## config.mk

```make
export PLATFORM = sky130hd
export DESIGN_NAME = alu_muldiv_flat
export DESIGN_NICKNAME = d
export VERILOG_FILES = /design/src/rtl/alu_muldiv_if.sv /design/src/rtl/alu_muldiv.sv /design/src/flat_wrapper.sv
export SDC_FILE = /design/constraint.sdc
export NUM_CORES = 1
export LEC_CHECK = 0
export ABC_AREA = 0
export BUFFER_PORTS_ARGS = -buffer_cell sky130_fd_sc_hd__buf_2
export CORE_UTILIZATION = 30
export CTS_BUF_LIST = sky130_fd_sc_hd__clkbuf_8
export DETAILED_ROUTE_END_ITERATION = 10
export PLACE_DENSITY = 0.47
export SYNTH_ARGS = -nofsm -noshare
export SYNTH_HDL_FRONTEND = slang
export SYNTH_SLANG_ARGS = --single-unit
```

## constraint.sdc

```tcl
create_clock -name clk -period 10.7 [get_ports clk]
set_input_delay 2.14 -clock clk [delete_from_list [all_inputs] [get_ports clk]]
set_output_delay 2.14 -clock clk [all_outputs]
set_load 0.02 [all_outputs]
```

## src/rtl/alu_muldiv_if.sv

```systemverilog
// Request/response bundle for the iterative multiply/divide unit.
// The requester drives the master side; alu_muldiv sits on the slave side.
interface alu_muldiv_if #(
  parameter int WIDTH = 32
);
  logic             start;
  logic [5:0]       op3;
  logic [WIDTH-1:0] ain;
  logic [WIDTH-1:0] bin;
  logic             busy;
  logic             done;
  logic [WIDTH-1:0] out;
  logic [WIDTH-1:0] y_out;
  logic             n;
  logic             z;
  logic             v;
  logic             c;
  logic             div_zero;
  logic             illegal;

  modport master (
    output start, op3, ain, bin,
    input  busy, done, out, y_out, n, z, v, c, div_zero, illegal
  );

  modport slave (
    input  start, op3, ain, bin,
    output busy, done, out, y_out, n, z, v, c, div_zero, illegal
  );
endinterface

```

## src/rtl/alu_muldiv.sv

```systemverilog
// Radix-2 iterative UMUL/SMUL/UDIV/SDIV unit (plain and cc forms) with a
// start/busy/done handshake, high product half / remainder on y_out, own icc flags.
module alu_muldiv #(
  parameter int WIDTH = 32
) (
  input logic         clk,
  input logic         reset,
  alu_muldiv_if.slave bus
);

   typedef enum logic [1:0] {IDLE, RUN, FIX, DONE} state_t;
   localparam int CW = $clog2(WIDTH);

   state_t             state;
   logic [CW-1:0]      count;
   logic [2*WIDTH-1:0] acc;      // mul: {partial product, multiplier}; div: {remainder, quotient}
   logic [WIDTH-1:0]   dvsr;     // multiplicand or divisor magnitude
   logic               is_div, is_cc, is_sgn;
   logic               neg_lo, neg_hi;

   logic               busy_r, done_r, n_r, z_r, v_r, c_r, div_zero_r, illegal_r;
   logic [WIDTH-1:0]   out_r, y_r;

   // Request decode: legal codes follow the pattern 0 cc 1 div 1 sgn.
   logic               op_legal, op_cc, op_div, op_sgn, a_neg, b_neg;
   logic [WIDTH-1:0]   a_mag, b_mag;

   // Iteration and write-back datapath.
   logic [WIDTH:0]     mul_sum, div_diff;
   logic [2*WIDTH-1:0] acc_step, prod;
   logic [WIDTH-1:0]   quot, rem, res_lo, res_hi;
   logic               ovf;

   // NOTE: every always_comb output gets a default first so no path can infer a latch.
   always_comb begin
      op_legal = 1'b0;
      op_legal = (bus.op3[5] == 1'b0) && bus.op3[3] && bus.op3[1];
      op_cc    = bus.op3[4];
      op_div   = bus.op3[2];
      op_sgn   = bus.op3[0];
      a_neg    = op_sgn & bus.ain[WIDTH-1];
      b_neg    = op_sgn & bus.bin[WIDTH-1];
      a_mag    = a_neg ? -bus.ain : bus.ain;
      b_mag    = b_neg ? -bus.bin : bus.bin;
   end

   always_comb begin
      acc_step = acc;
      mul_sum  = {1'b0, acc[2*WIDTH-1:WIDTH]} + {1'b0, dvsr};
      div_diff = acc[2*WIDTH-1:WIDTH-1] - {1'b0, dvsr};
      if (is_div) begin
         // Restoring step: a negative trial difference keeps the shifted remainder.
         if (div_diff[WIDTH])
            acc_step = {acc[2*WIDTH-2:0], 1'b0};
         else
            acc_step = {div_diff[WIDTH-1:0], acc[WIDTH-2:0], 1'b1};
      end else begin
         if (acc[0])
            acc_step = {mul_sum, acc[WIDTH-1:1]};
         else
            acc_step = {1'b0, acc[2*WIDTH-1:1]};
      end
   end

   always_comb begin
      prod   = neg_lo ? -acc : acc;
      quot   = neg_lo ? -acc[WIDTH-1:0] : acc[WIDTH-1:0];
      rem    = neg_hi ? -acc[2*WIDTH-1:WIDTH] : acc[2*WIDTH-1:WIDTH];
      // Only most-negative / -1 yields a positive signed quotient of 2^(WIDTH-1).
      ovf    = is_div & is_sgn & ~neg_lo & acc[WIDTH-1];
      res_lo = prod[WIDTH-1:0];
      res_hi = prod[2*WIDTH-1:WIDTH];
      if (is_div) begin
         res_lo = ovf ? {1'b0, {(WIDTH-1){1'b1}}} : quot;
         res_hi = ovf ? '0 : rem;
      end
   end

   // NOTE: sequential state uses non-blocking assignments only, so every
   // register samples pre-edge values regardless of statement order.
   always_ff @(posedge clk or posedge reset) begin
      if (reset) begin
         state      <= IDLE;
         count      <= '0;
         acc        <= '0;
         dvsr       <= '0;
         is_div     <= 1'b0;
         is_cc      <= 1'b0;
         is_sgn     <= 1'b0;
         neg_lo     <= 1'b0;
         neg_hi     <= 1'b0;
         busy_r     <= 1'b0;
         done_r     <= 1'b0;
         out_r      <= '0;
         y_r        <= '0;
         n_r        <= 1'b0;
         z_r        <= 1'b0;
         v_r        <= 1'b0;
         c_r        <= 1'b0;
         div_zero_r <= 1'b0;
         illegal_r  <= 1'b0;
      end else begin
         case (state)
            IDLE: begin
               done_r <= 1'b0;
               if (bus.start) begin
                  busy_r     <= 1'b1;
                  div_zero_r <= 1'b0;
                  illegal_r  <= 1'b0;
                  if (!op_legal) begin
                     illegal_r <= 1'b1;
                     done_r    <= 1'b1;
                     state     <= DONE;
                  end else if (op_div && (bus.bin == '0)) begin
                     div_zero_r <= 1'b1;
                     out_r      <= '1;
                     y_r        <= bus.ain;
                     done_r     <= 1'b1;
                     state      <= DONE;
                  end else begin
                     is_div <= op_div;
                     is_cc  <= op_cc;
                     is_sgn <= op_sgn;
                     neg_lo <= a_neg ^ b_neg;
                     neg_hi <= a_neg;
                     dvsr   <= op_div ? b_mag : a_mag;
                     acc    <= {{WIDTH{1'b0}}, (op_div ? a_mag : b_mag)};
                     count  <= CW'(WIDTH - 1);
                     state  <= RUN;
                  end
               end
            end
            RUN: begin
               acc   <= acc_step;
               count <= count - CW'(1);
               if (count == '0)
                  state <= FIX;
            end
            FIX: begin
               out_r <= res_lo;
               y_r   <= res_hi;
               if (is_cc) begin
                  n_r <= res_lo[WIDTH-1];
                  z_r <= (res_lo == '0);
                  v_r <= ovf;
                  c_r <= 1'b0;
               end
               done_r <= 1'b1;
               state  <= DONE;
            end
            DONE: begin
               done_r <= 1'b0;
               busy_r <= 1'b0;
               state  <= IDLE;
            end
            default: state <= IDLE;
         endcase
      end
   end

   assign bus.busy     = busy_r;
   assign bus.done     = done_r;
   assign bus.out      = out_r;
   assign bus.y_out    = y_r;
   assign bus.n        = n_r;
   assign bus.z        = z_r;
   assign bus.v        = v_r;
   assign bus.c        = c_r;
   assign bus.div_zero = div_zero_r;
   assign bus.illegal  = illegal_r;

endmodule

```

## src/flat_wrapper.sv

```systemverilog
// flat-port wrapper written by rule: the top's interface ports become plain ports
module alu_muldiv_flat 
#(
  parameter int WIDTH = 32
)
  (clk, reset, bus_start, bus_op3, bus_ain, bus_bin, bus_busy, bus_done, bus_out, bus_y_out, bus_n, bus_z, bus_v, bus_c, bus_div_zero, bus_illegal);
  alu_muldiv_if #(.WIDTH(WIDTH)) bus_i ();
  input logic clk;
  input logic reset;
  input wire logic [$bits(bus_i.start)-1:0] bus_start;
  input wire logic [$bits(bus_i.op3)-1:0] bus_op3;
  input wire logic [$bits(bus_i.ain)-1:0] bus_ain;
  input wire logic [$bits(bus_i.bin)-1:0] bus_bin;
  output wire logic [$bits(bus_i.busy)-1:0] bus_busy;
  output wire logic [$bits(bus_i.done)-1:0] bus_done;
  output wire logic [$bits(bus_i.out)-1:0] bus_out;
  output wire logic [$bits(bus_i.y_out)-1:0] bus_y_out;
  output wire logic [$bits(bus_i.n)-1:0] bus_n;
  output wire logic [$bits(bus_i.z)-1:0] bus_z;
  output wire logic [$bits(bus_i.v)-1:0] bus_v;
  output wire logic [$bits(bus_i.c)-1:0] bus_c;
  output wire logic [$bits(bus_i.div_zero)-1:0] bus_div_zero;
  output wire logic [$bits(bus_i.illegal)-1:0] bus_illegal;
  assign bus_i.start = bus_start;
  assign bus_i.op3 = bus_op3;
  assign bus_i.ain = bus_ain;
  assign bus_i.bin = bus_bin;
  assign bus_busy = bus_i.busy;
  assign bus_done = bus_i.done;
  assign bus_out = bus_i.out;
  assign bus_y_out = bus_i.y_out;
  assign bus_n = bus_i.n;
  assign bus_z = bus_i.z;
  assign bus_v = bus_i.v;
  assign bus_c = bus_i.c;
  assign bus_div_zero = bus_i.div_zero;
  assign bus_illegal = bus_i.illegal;
  alu_muldiv #(.WIDTH(WIDTH)) u_core (.clk(clk), .reset(reset), .bus(bus_i));
endmodule
```

* Yosys cells after proc, flatten, opt, wreduce, memory -nomap -nowiden *
Index checks and enable logic that the tools add are counted.

operators by class
  add/subtract/negate cells = 8
  equality and inequality tests = 8
  reduce and logical (&&, ||, !) cells = 18
  bitwise operators = 9
  muxes and demuxes = 43

operators by type and width
  operator                                          number
  2-to-1 mux 32 bit                                 16
  2-to-1 mux 64 bit                                 7
  negator 32 bit                                    4
  one-hot mux 32 bit (2 select lines)               2
  one-hot mux 64 bit (2 select lines)               1
  logical NOT 32 bit                                2
  negator 64 bit                                    1
  adder 32 x 32 -> 33 bit                           1
  subtractor 33 x 32 -> 33 bit                      1
  2-to-1 mux 5 bit                                  3
  AND reduction 4 bit                               3
  one-hot mux 5 bit (2 select lines)                1
  2-to-1 mux 2 bit                                  4
  one-hot mux 2 bit (4 select lines)                1
  AND reduction 2 bit                               4
  2-to-1 mux 1 bit                                  6
  != test 2 x 1 -> 1 bit, second input constant     3
  nonzero test 2 bit                                3
  AND 1 bit                                         5
  logical NOT 5 bit                                 1
  subtractor 5 x 1 -> 5 bit, second input constant  1
  == test 2 bit, second input constant              2
  != test 2 bit, second input constant              2
  logical AND 1 bit                                 3
  7 further kinds                                   9

storage, ports and cells
  register bits after elaboration = 179
  input bits = 73

* Logic depth before layout (Yosys ltp) *
  word-level depth = 7
  depth in mapped cells = 16
  mapped depth without buffers = 12

* Least setup slack after synthesis *
Ideal clock, no wire load.

  path kind = input-to-reg
  start = input port bus_bin[25]
  end = register u_core.dvsr[27]
  stages = 7
  data required time = 10.575 ns
  setup slack = 6.249 ns
  arrival = 4.327 ns
  path buffers = 2
  cells stage by stage = or4_4 > or4_4 > nor4_4 > or2b_2 > buf_2 > buf_2 > mux2_2

between the ends
  word-level cells in the longest chain between the ends = 4

RTL lines
  what                                                                    line                RTL
  from (decl)                                                             flat_wrapper.sv:13  input wire logic [$bits(bus_i.bin)-1:0] bus_bin;
  parallel branches: the longest is 4 deep, another holds negator 32 bit  n/a
  to (signal assigned)                                                    alu_muldiv.sv:126   dvsr <= op_div ? b_mag : a_mag;
  to (decl)                                                               alu_muldiv.sv:17    logic [WIDTH-1:0] dvsr;

Parallel ways; which one is timed is not known.
A chain may end at the register's enable or synchronous reset.

* Worst setup path after layout *
  start = input port bus_bin[4]
  end = register u_core.acc[57]

between the ends
  word-level cells in the longest chain between the ends = 4

RTL lines
  what                                  line               RTL
  logical NOT 32 bit                    alu_muldiv.sv:114  end else if (op_div && (bus.bin == '0)) begin
  logical AND 1 bit                     alu_muldiv.sv:114
  != test 2 bit (no source line)        n/a
  AND reduction 4 bit (no source line)  n/a
  to (signal assigned)                  alu_muldiv.sv:127  acc <= {{WIDTH{1'b0}}, (op_div ? a_mag : b_mag)};
  to (signal assigned)                  alu_muldiv.sv:134  acc <= acc_step;
  to (decl)                             alu_muldiv.sv:16   logic [2*WIDTH-1:0] acc;

No other way between the ends.

==> impl_metrics.tcl <==
set metrics [dict create \
    num_io_pins 145 \
    synth_edf_count 0 \
    ctsResizeCount 0 \
    drcViolationCount 0 \
    max_slew_margin_pct 15.44 \
    die_h_um 236.6 \
    p_per_area_nw_per_um2 333.7 \
    rsz0062_at_grt "false" \
    dieArea_um2 55980 \
    yosys.area_share.simple_pct 18.84 \
    fmax_ghz 0.1736 \
    synth_top_cell_area_share_pct 27.13 \
    worstPathMaxFanout 78 \
    peakVddDrop_v 0.0001391 \
    grt_max_degree 79 \
    rows 85 \
    first_pass_iters 7 \
    netlist_instances 2125 \
    synthTopCellsByCount "a21oi_1, nor2_1, o21ai_0" \
    worst_pin_slew_ps 1268 \
    synthAdderAreaFrac_pct 5.926 \
    placed_area_um2 17590 \
    multi_input_area_um2 11110 \
    min_period_over_period_pct 53.83 \
    synth_top_family_by_area "compound AO/OA/AOI/OAI gates" \
    grt_pass1_wl_um 97270 \
    clockBufferDepth 2 \
    drv_slew 0 \
    cts_sinks 179 \
    worstSetupStartpointType "input port" \
    cts_root_buffer "clkbuf_8" \
    drt_iter0_drc 1437 \
    cts_tree "yes" \
    synth_compound_area_share_pct 28.27 \
    cp-end-kind "flip-flop" \
    start_util_pct 30.50 \
    synth-xor-area-share_pct 9.548 \
    p_leak_nw 7.272 \
    cts_hold_buf 0 \
    synth.area.mux_share_pct 4.569 \
    core_um2 54130 \
    tns_ps 0 \
    synthArstFlopShare_pct 100.0 \
    drt-wirelength-per-cell_um 22.22 \
    final.min_clock_period_ps 5759 \
    final-setup-viol-count 0 \
    clkLatencyLatePin_ps 540 \
    skew_ps 21.32 \
    routed_wl_um 63320 \
    area_growth_pct 8.934 \
    post-place-ws_ps 4413 \
    n_fill_cell 5697 \
    htree_levels 4 \
    fin_hold_ws_ps 481.6 \
    hold_violations 0 \
    cts-buffers-inserted 17 \
    grt_antenna_before_repair 2 \
    grt_pass1_vias 15380 \
    routed_via_density 5.771 \
    gp_congestion 0.8656 \
    synth.largest_area_cell "dfrtp_1" \
    vias 16450 \
    dp.cells 2817 \
    ant_nets 0 \
    layout_setup_ws_ps 4941 \
    die-width_um 236.6 \
    grt_usage_pct 22.58 \
    synth_area_leaders "dfrtp_1, a21oi_1, o21ai_0" \
    required_ps 11160 \
    port_buffers 143 \
    clk_pin_slew_worst_paths_ps 100 \
    stdcell_area_um2 17990 \
    syn_avg_cell_area_um2 7.770 \
    synth_flop_cell "dfrtp_1" \
    ys_ff_latch 179 \
    seq_area_frac_synth_pct 27.13 \
    synth_nets 2275 \
    yosysUniqueCellTypes 89 \
    worst_ep_arrival_time_ps 6220 \
    place_hpwl_um 48000 \
    post-cts-setup-buffers 0 \
    final_nets 2290 \
    min_path_type "reg2reg" \
    syn-cell-area_um2 16510 \
    crit_type "in2reg" \
    maxCapViolCount 0 \
    grt-ovfl-total 0 \
    layout-drive-gt1-share_pct 12.63 \
    seq_area_um2 4484 \
    status "completed" \
    fin_cells 2850 \
    yosys_warnings 0 \
]
cell type report:
cell class	instances	share of cell area, %
antenna	1	0.01391
multi-input combinational	1711	61.79
clock inverter	13	0.7443
timing repair buffer	160	4.702
inverter	71	1.523
sequential	179	24.93
clock buffer	19	1.454
tap	696	4.841
worst paths after layout:
check | from | endpoint | slack, ps | cells after the start
max | bus_bin[4] | u_core.acc[57] | 4940 | 12
min | u_core.bus.v | u_core.bus.v | 480 | 2
max reg2reg | u_core.acc[31] | u_core.acc[40] | 5800 | 13
min reg2reg | u_core.bus.v | u_core.bus.v | 480 | 2
max in group asynchronous | reset | u_core.acc[33] | 7800 | 3
min in group asynchronous | reset | u_core.bus.out[9] | 1660 | 2
cells in the final DEF, fill, tap and decap left out, types with 18 or more instances in the layout:
cell      synthesis  final
clkbuf_8          0     19
o31ai_1          24     24
xnor2_1          73     73
buf_2            21    142
inv_1            71     72
a211oi_1         38     38
buf_4             4     18
o21ai_0         197    197
ha_1             75     73
a21oi_1         199    199
o211ai_1         29     29
nand3_1          33     33
dfrtp_1         179    177
nor3_1           57     57
nor2_1          199    199
a31oi_1          47     47
xor2_1          107    107
o221ai_1         29     29
mux2_2           34     34
a21o_1           29     29
mux2i_1          36     36
nand2_1         193    193
kinds of logic after synthesis:
group	Yosys count
fa+ha+maj	77
xor+xnor	180
simple gates	642
other cells	1
mux	71
flops	179
compound gates	740
buf+inv	235
critical path: stages:
cell and delay, ps:
buf_2 120, nor4_1 500, nand4b_1 530, nor4_4 610, or2b_2 180, buf_4 580
and2_2 580, buf_4 440, nand2_1 130, nand2_1 90, a21oi_1 50, a22oi_1 180
power breakdown:
group / switching, mW / total (mW) / internal [mW]
registers: 0.555 / 1.52 / 0.968
logic: 2.49 / 3.97 / 1.49
clock network: 0.286 / 0.505 / 0.219
state kept, by name, indices dropped and copies added (netlist names), 2 cells and up:
| signal | cells |
|---|---|
| u_core.state | 2 |
| u_core.bus.out | 32 |
| u_core.bus.y_out | 32 |
| u_core.count | 5 |
| u_core.acc | 64 |
| u_core.dvsr | 32 |
per-stage QoR:
step / util [%] / power (mW)
floorplan: - / 4.241
global placement: 32.49 / 5.418
detailed placement: 32.49 / 5.459
CTS: 33.22 / 5.980
global route: 33.23 / 6.488
finish: 33.23 / 6.002
layer usage:
metal / vias to the layer above / part of all wire [%] / GRT usage (%)
met1: 8069 / 48 / 32.60
met3: 70 / 5.1 / 3.078
li1: 7782 / - / -
met5: - / 0 / 0
met4: 0 / 1.8 / 5.392
met2: 526 / 45 / 35.29
Note: power is estimated with default switching activity, not from simulation.
